## src/rtl/mismatch_scoreboard.sv

```systemverilog
// mismatch_scoreboard
//   Sequential checker sitting behind a DUT/golden-model pair. On each valid
//   cycle it compares the DUT word against the golden word. It pulses a
//   registered per-sample mismatch flag and counts samples and mismatches. It
//   also records the index of the first failing sample. After NUM_SAMPLES
//   accepted samples it raises done, together with a pass/fail verdict.
//
// Ports
//   clk               in   clock; all state changes on the rising edge
//   rst               in   asynchronous active-high reset
//   start             in   begin/restart a run (one-cycle pulse)
//   sample_valid      in   y_val/r_val carry a sample this cycle
//   y_val             in   DUT output word
//   r_val             in   golden/reference output word
//   busy              out  run in progress
//   mismatch          out  one-cycle pulse after an accepted mismatching sample
//   sample_count      out  samples accepted this run
//   mismatch_count    out  mismatching samples (saturating)
//   first_fail_valid  out  first_fail_idx is meaningful
//   first_fail_idx    out  0-based index of the first mismatching sample
//   done              out  run complete; held until restart or reset
//   pass              out  completed run had zero mismatches (valid when done)
module mismatch_scoreboard #(
  parameter int WIDTH       = 1,
  parameter int NUM_SAMPLES = 10,
  parameter int CNT_W       = 16
) (
  input  logic             clk,
  input  logic             rst,
  input  logic             start,
  input  logic             sample_valid,
  input  logic [WIDTH-1:0] y_val,
  input  logic [WIDTH-1:0] r_val,
  output logic             busy,
  output logic             mismatch,
  output logic [CNT_W-1:0] sample_count,
  output logic [CNT_W-1:0] mismatch_count,
  output logic             first_fail_valid,
  output logic [CNT_W-1:0] first_fail_idx,
  output logic             done,
  output logic             pass
);

  localparam logic [1:0] S_IDLE = 2'd0;
  localparam logic [1:0] S_RUN  = 2'd1;
  localparam logic [1:0] S_DONE = 2'd2;

  localparam logic [CNT_W-1:0] LAST_IDX = CNT_W'(NUM_SAMPLES - 1);

  logic [1:0]       r_state;
  logic             r_mismatch;
  logic [CNT_W-1:0] r_sample_count;
  logic [CNT_W-1:0] r_mismatch_count;
  logic             r_ff_valid;
  logic [CNT_W-1:0] r_ff_idx;
  logic             r_done;
  logic             r_pass;

  logic             w_mis;
  logic [CNT_W-1:0] w_mc_next;

  // Case inequality: any X/Z on either side counts as a mismatch.
  assign w_mis = (y_val !== r_val);

  always_comb begin
    w_mc_next = r_mismatch_count;
    if (w_mis && (r_mismatch_count != '1)) begin
      w_mc_next = r_mismatch_count + 1'b1;
    end
  end

  always_ff @(posedge clk or posedge rst) begin
    if (rst) begin
      r_state          <= S_IDLE;
      r_mismatch       <= 1'b0;
      r_sample_count   <= '0;
      r_mismatch_count <= '0;
      r_ff_valid       <= 1'b0;
      r_ff_idx         <= '0;
      r_done           <= 1'b0;
      r_pass           <= 1'b0;
    end else begin
      r_mismatch <= 1'b0;
      if (start) begin
        // start wins in every state; any sample in this cycle is dropped
        r_state          <= S_RUN;
        r_sample_count   <= '0;
        r_mismatch_count <= '0;
        r_ff_valid       <= 1'b0;
        r_ff_idx         <= '0;
        r_done           <= 1'b0;
        r_pass           <= 1'b0;
      end else if ((r_state == S_RUN) && sample_valid) begin
        r_sample_count   <= r_sample_count + 1'b1;
        r_mismatch_count <= w_mc_next;
        r_mismatch       <= w_mis;
        if (w_mis && !r_ff_valid) begin
          r_ff_valid <= 1'b1;
          r_ff_idx   <= r_sample_count;
        end
        if (r_sample_count == LAST_IDX) begin
          r_state <= S_DONE;
          r_done  <= 1'b1;
          r_pass  <= (w_mc_next == '0);
        end
      end
    end
  end

  assign busy             = (r_state == S_RUN);
  assign mismatch         = r_mismatch;
  assign sample_count     = r_sample_count;
  assign mismatch_count   = r_mismatch_count;
  assign first_fail_valid = r_ff_valid;
  assign first_fail_idx   = r_ff_idx;
  assign done             = r_done;
  assign pass             = r_pass;

endmodule

```

## config.mk

```make
export PLATFORM = sky130hd
export DESIGN_NAME = mismatch_scoreboard
export DESIGN_NICKNAME = d
export VERILOG_FILES = /design/src/rtl/mismatch_scoreboard.sv
export SDC_FILE = /design/constraint.sdc
export NUM_CORES = 1
export LEC_CHECK = 0
export BUFFER_PORTS_ARGS = -buffer_cell sky130_fd_sc_hd__buf_2
export CAP_MARGIN = 10
export CORE_MARGIN = 1.5
export CORE_UTILIZATION = 59
export CTS_BUF_LIST = sky130_fd_sc_hd__clkbuf_8 sky130_fd_sc_hd__clkbuf_16
export CTS_CLUSTER_DIAMETER = 200
export DETAILED_ROUTE_END_ITERATION = 8
export PLACE_DENSITY = 0.95
export SETUP_SLACK_MARGIN = 0.02
export SLEW_MARGIN = 20
export SYNTH_ARGS = -nofsm -noshare
export SYNTH_HDL_FRONTEND = slang
export SYNTH_SLANG_ARGS = --single-unit
```

## constraint.sdc

```tcl
create_clock -name clk -period 4.6 [get_ports clk]
set_input_delay 0.23 -clock clk [delete_from_list [all_inputs] [get_ports clk]]
set_output_delay 0.23 -clock clk [all_outputs]
set_load 0.05 [all_outputs]
```

Yosys cells after proc, flatten, opt, wreduce, memory -nomap -nowiden:

Index checks and enable logic that the tools add are counted.

* add/sub/neg operators: 2
* equality and inequality tests: 4
* multiplexer cells: 22
* reduce and logical (&&, ||, !) cells: 10

Operator list (number)
* 16-bit two-way mux: 8
* 16-bit by 1-bit adder with 16-bit output (second input constant): 2
* 16-bit by 4-bit == test with 1-bit output (second input constant): 1
* 16-bit logical NOT: 1
* 16-bit inequality test (second input constant): 1
* 1-bit two-way mux: 11
* 2-bit two-way mux: 3
* 2-bit nonzero test: 3
* 2-bit AND reduction: 2
* 1-bit logical AND: 3
* 2-bit by 1-bit == test with 1-bit output (second input constant): 1
* 1-bit logical NOT: 1
* 1-bit !== test: 1

* register bits: 54
* output and inout port bits: 53

Logic depth before layout (Yosys ltp):

* word-level depth: 7
* mapped depth: 8
* gate-level depth less buffers: 8

Least setup slack after synthesis:

Ideal clock, no wire load.

* path type: register -> register
* from: register r_mismatch_count[0] (netlist: mismatch_count[0])
* to: register r_pass (netlist: pass)
* data arrival time: 2132 ps
* required time: 4508 ps
* setup slack: 2376 ps
* cell stages (with the launch flop): 9
* period minus slack after synthesis: 2224 ps
* cells stage by stage: dfrtp_1 buf_4 nand4_2 or2_0 buf_2 nor4_2 o2111ai_1 a31o_1 o31ai_2

* word-level cells in the longest chain between the ends: 7

RTL lines
* start: declaration: RTL line 53 `logic [CNT_W-1:0] r_mismatch_count;`
* start signal: assignment: RTL line 95 `r_mismatch_count <= w_mc_next;`
* branches (longest 2 deep; another with 16-bit by 1-bit adder with 16-bit output)
* 16-bit two-way mux *: RTL line 67 `if (w_mis && (r_mismatch_count != '1)) begin`
* 16-bit logical NOT *: RTL line 104 `r_pass <= (w_mc_next == '0);`
* 1-bit two-way mux *: RTL line 101 `if (r_sample_count == LAST_IDX) begin`
* 1-bit two-way mux *: RTL line 93 `end else if ((r_state == S_RUN) && sample_valid) begin`
* 1-bit two-way mux *: RTL line 84 `if (start) begin`
* end signal: assignment: RTL line 104
* end: declaration: RTL line 57 `logic r_pass;`

Mark *: on every way between the ends. The select of a mux whose other input is x is not followed.
A chain may end at the register's enable or synchronous reset.

==> summary by stage <==
STA
The setup TNS is 0 ns. The hold violation count in the final report is 0. The maximum clock frequency is 0.4299 GHz.

The clock period could shrink to 2.326 ns. Setup repair after global routing left no endpoint under its margin. The actual transition at the worst max-transition pin is 1.038 ns. The final max-slew violation count is 0. The setup-violating endpoint count in the final report is 0. Once routing completed, OpenROAD measured the worst setup slack at 2.274 ns. In the finished design, the share of the clock period the worst path needs comes to 0.5057. The normalized max-slew margin is 0.3042. Between clock sinks in the finished design, the worst skew comes to 0.008123 ns.

Yosys
Ranked by total cell area, the synthesized netlist is headed by dfrtp_1 (47%), nor2_1 (6.3%), xor2_1 (5.6%), a22o_1 (5.0%), xnor2_1 (4.1%). The cell area that synthesis handed to floorplanning was 2799 sq um. The main combinational cell family by area after synthesis is simple AND/OR/NAND/NOR gates.

The flop and latch count out of synthesis is 53. The share of the Yosys chip area taken by registers is 0.4738. The count of synthesis-stage warnings from yosys is 0. The post-synthesis instance total is 286.

After synthesis, the share of flip-flops with an asynchronous set or reset is 1.000. The compound-cell area share of the yosys netlist is 0.1140. Of the total synthesized cell area, the portion taken by XOR and XNOR cells is 0.1028. When the netlist entered floorplanning its net count stood at 295. The most used flip-flop cell after synthesis is dfrtp_1.

Counting flops with a built-in enable in the synthesized netlist gives 0. The largest area contributor in the netlist is dfrtp_1. By count the netlist is led by dfrtp_1 (53), nor2_1 (47), xor2_1 (18). Of the total synthesized cell area, the portion taken by AND, OR, NAND and NOR gates is 0.2378. The synthesized-area fraction occupied by adder cells is 0.01341. The number of unique standard cell types used by synthesis is 47. After synthesis, the share of cell area in mux cells is 0.01430. The per-instance average area after synthesis is 9.786 sq um. The top-area cell type share of the netlist area is 0.4738.

The most used standard cell by instance count after synthesis is dfrtp_1.

Layout
The number of cells in the finished layout apart from fillers is 385. The post-layout net count is 341. The repair_antennas step left the layout with diodes totalling 0.

The area growth from synthesis to layout is 13.63%. Of the cells placed in the final design, the portion with a size suffix greater than 1 is 0.2372. The number of filler instances in the final layout is 332. The post-route core utilization is 0.7157.

Clock network
The total of cells resized after clock tree synthesis is 0. TritonCTS built the clock tree. The number of buffers added for setup after CTS is 0. The cell sitting at the root of the clock tree is a clkbuf_8. The post-CTS clock slew at the launch and capture registers of the worst setup and hold paths is 0.09 ns. The number of hold-repair buffers added at the cts stage is 0. The total clock buffers created by CTS is 5.

The clock passes through at most 2 buffers. The clock reaches the later pin of the worst-skew pair after 0.31 ns. CTS built an H-tree with a depth of 2.

CTS saw 53 sinks.

Global routing
The number of antenna violations at the first check in global routing came to 0. The first global-routing pass estimated 10850 um of wire. The pin count of the biggest net entering global routing is 54. The via count of the first global-routing pass was 2181. The global-route usage over all layers is 0.2674. Global routing finished with a remaining overflow of 0.

Die
The floorplan die area is 5166 sq um. The floorplan step set the die width to 71.88 um. After floorplanning, the core was divided into 24 placement rows. The floorplan step defined a core boundary enclosing 4444 sq um. The initial core utilization is 0.6298. 59 I/O pins were placed. The floorplan die height is 71.88 um.

Routing
The total number of vias is 2372. The DRC violation total after the first TritonRoute iteration is 238. The number of antenna-violating nets in the routed design is 0. The average detailed-routed wire length per instance is 16.72 um.

The number of design rule violations left after detail routing is 0. The first-pass iteration count of the detailed router is 4. The wire length after detailed routing is 6437 um. Dividing the detail-routed via count by the number of cells gives 6.161.

Critical path
The signal arrival time at the worst endpoint is 2.57 ns. The type of the worst setup path is reg -> reg. The worst setup path is launched from a flip-flop. Setup slack on the worst reg-to-reg path comes out at 2.27 ns.

For the worst setup path, the data required time is 4.84 ns. In this run the worst path has a maximum fanout of 16. The critical path endpoint category is a flip-flop.

Run status
The flow ran to the end, and the final reports show no timing, DRC or antenna violations.

Power and ir drop
In this run the power density over the cells is 280.0 nW/um^2. The worst IR drop on VDD is 0.1682 mV. The reported leakage power is 1.552 nW.

Placed design
Input and output buffers added on the ports amount to 58. The total half-perimeter wirelength after legalization and detailed placement is 4478 um. The minimum setup slack after placement is 2.311 ns. The congestion estimate from routability-driven global placement came to 0.9410. Counting tap cells, the placed design contains a total of 377 instances.

Hold path
The worst hold-check path type is in -> async.

Job
The number of max-cap violations is 0.
## layout make-up
cell class / instances / area (sq um) / share of cell area
inverter: 7 / 27.53 / 0.008655
clock inverter: 3 / 50.05 / 0.01574
clock buffer: 5 / 68.82 / 0.02164
sequential: 53 / 1326 / 0.4170
tap: 52 / 65.06 / 0.02046
timing repair buffer: 58 / 290.3 / 0.09127
multi-input combinational: 207 / 1353 / 0.4253
## placed cells by master, fill, tap and decap left out, types with 5 or more instances in the layout
| cell | n |
|---|---|
| a21oi_1 | 8 |
| xor2_1 | 18 |
| nand3_1 | 12 |
| clkbuf_8 | 5 |
| nand4_1 | 12 |
| nor4_1 | 6 |
| a22o_1 | 16 |
| o21ai_0 | 5 |
| dfrtp_1 | 53 |
| xnor2_1 | 13 |
| nor2_1 | 46 |
| nand2_1 | 17 |
| buf_2 | 58 |
| nor3_1 | 5 |
| inv_1 | 6 |
## per-stage QoR
stage | total power [W] | hold slack, ns | area [sq um]
5_1_grt | 0.0009220 | 0.1429 | 3181
3_3_place_gp | 0.0005666 | 0.4656 | 3058
4_1_cts | 0.0008929 | 0.2188 | 3177
3_5_place_dp | 0.0005689 | 0.4750 | 3058
2_1_floorplan | 0.0005488 | 0.4563 | 2799
6_report | 0.0008906 | 0.05540 | 3181
## worst paths after layout
kind	from	end	depth (start not counted)
max in group asynchronous	rst	mismatch_count[1]	2
worst min-delay path	rst	mismatch_count[3]	2
min in group clk	sample_valid	mismatch_count[14]	5
worst max register to register	done	first_fail_idx[3]	4
worst min register to register	r_state[0]	r_state[0]	1
worst max-delay path	done	first_fail_idx[3]	4
## where the power goes
part | switching (W) | leakage (nW) | internal, W
registers | 0.0000100 | 0.731 | 0.000471
logic | 0.0000605 | 0.761 | 0.0000192
clock network | 0.000163 | 0.0603 | 0.000167
## state kept, by name, summed over array words and instances (netlist names)
register,cells
r_state,1
mismatch,1
mismatch_count,16
first_fail_idx,16
first_fail_valid,1
done,1
pass,1
sample_count,16
## cell families after synthesis
kind of cell               Yosys count
and+or+nand+nor                    126
DFF                                 53
AOI/OAI and AO/OA                   42
xor gates and xnor gates            32
buffers and inverters               26
muxes                                4
adders and majority gates            3
## per-layer routing
metal | GRT usage | wire (um) | share of wire | up-vias
met5 | 0 | 0 | 0 | -
met3 | 0.03516 | 396 | 0.062 | 11
li1 | - | - | - | 1103
met1 | 0.3978 | 2909 | 0.45 | 1171
met2 | 0.4126 | 3045 | 0.47 | 87
met4 | 0.07757 | 85 | 0.013 | 0
## critical path, cell delays in order, from the launching register on
cell,delay [ns]
dfrtp_1,0.42
and3b_1,0.51
nand2_2,0.23
nor3_2,0.83
a22o_1,0.26
(Power assumes the default switching activity.)
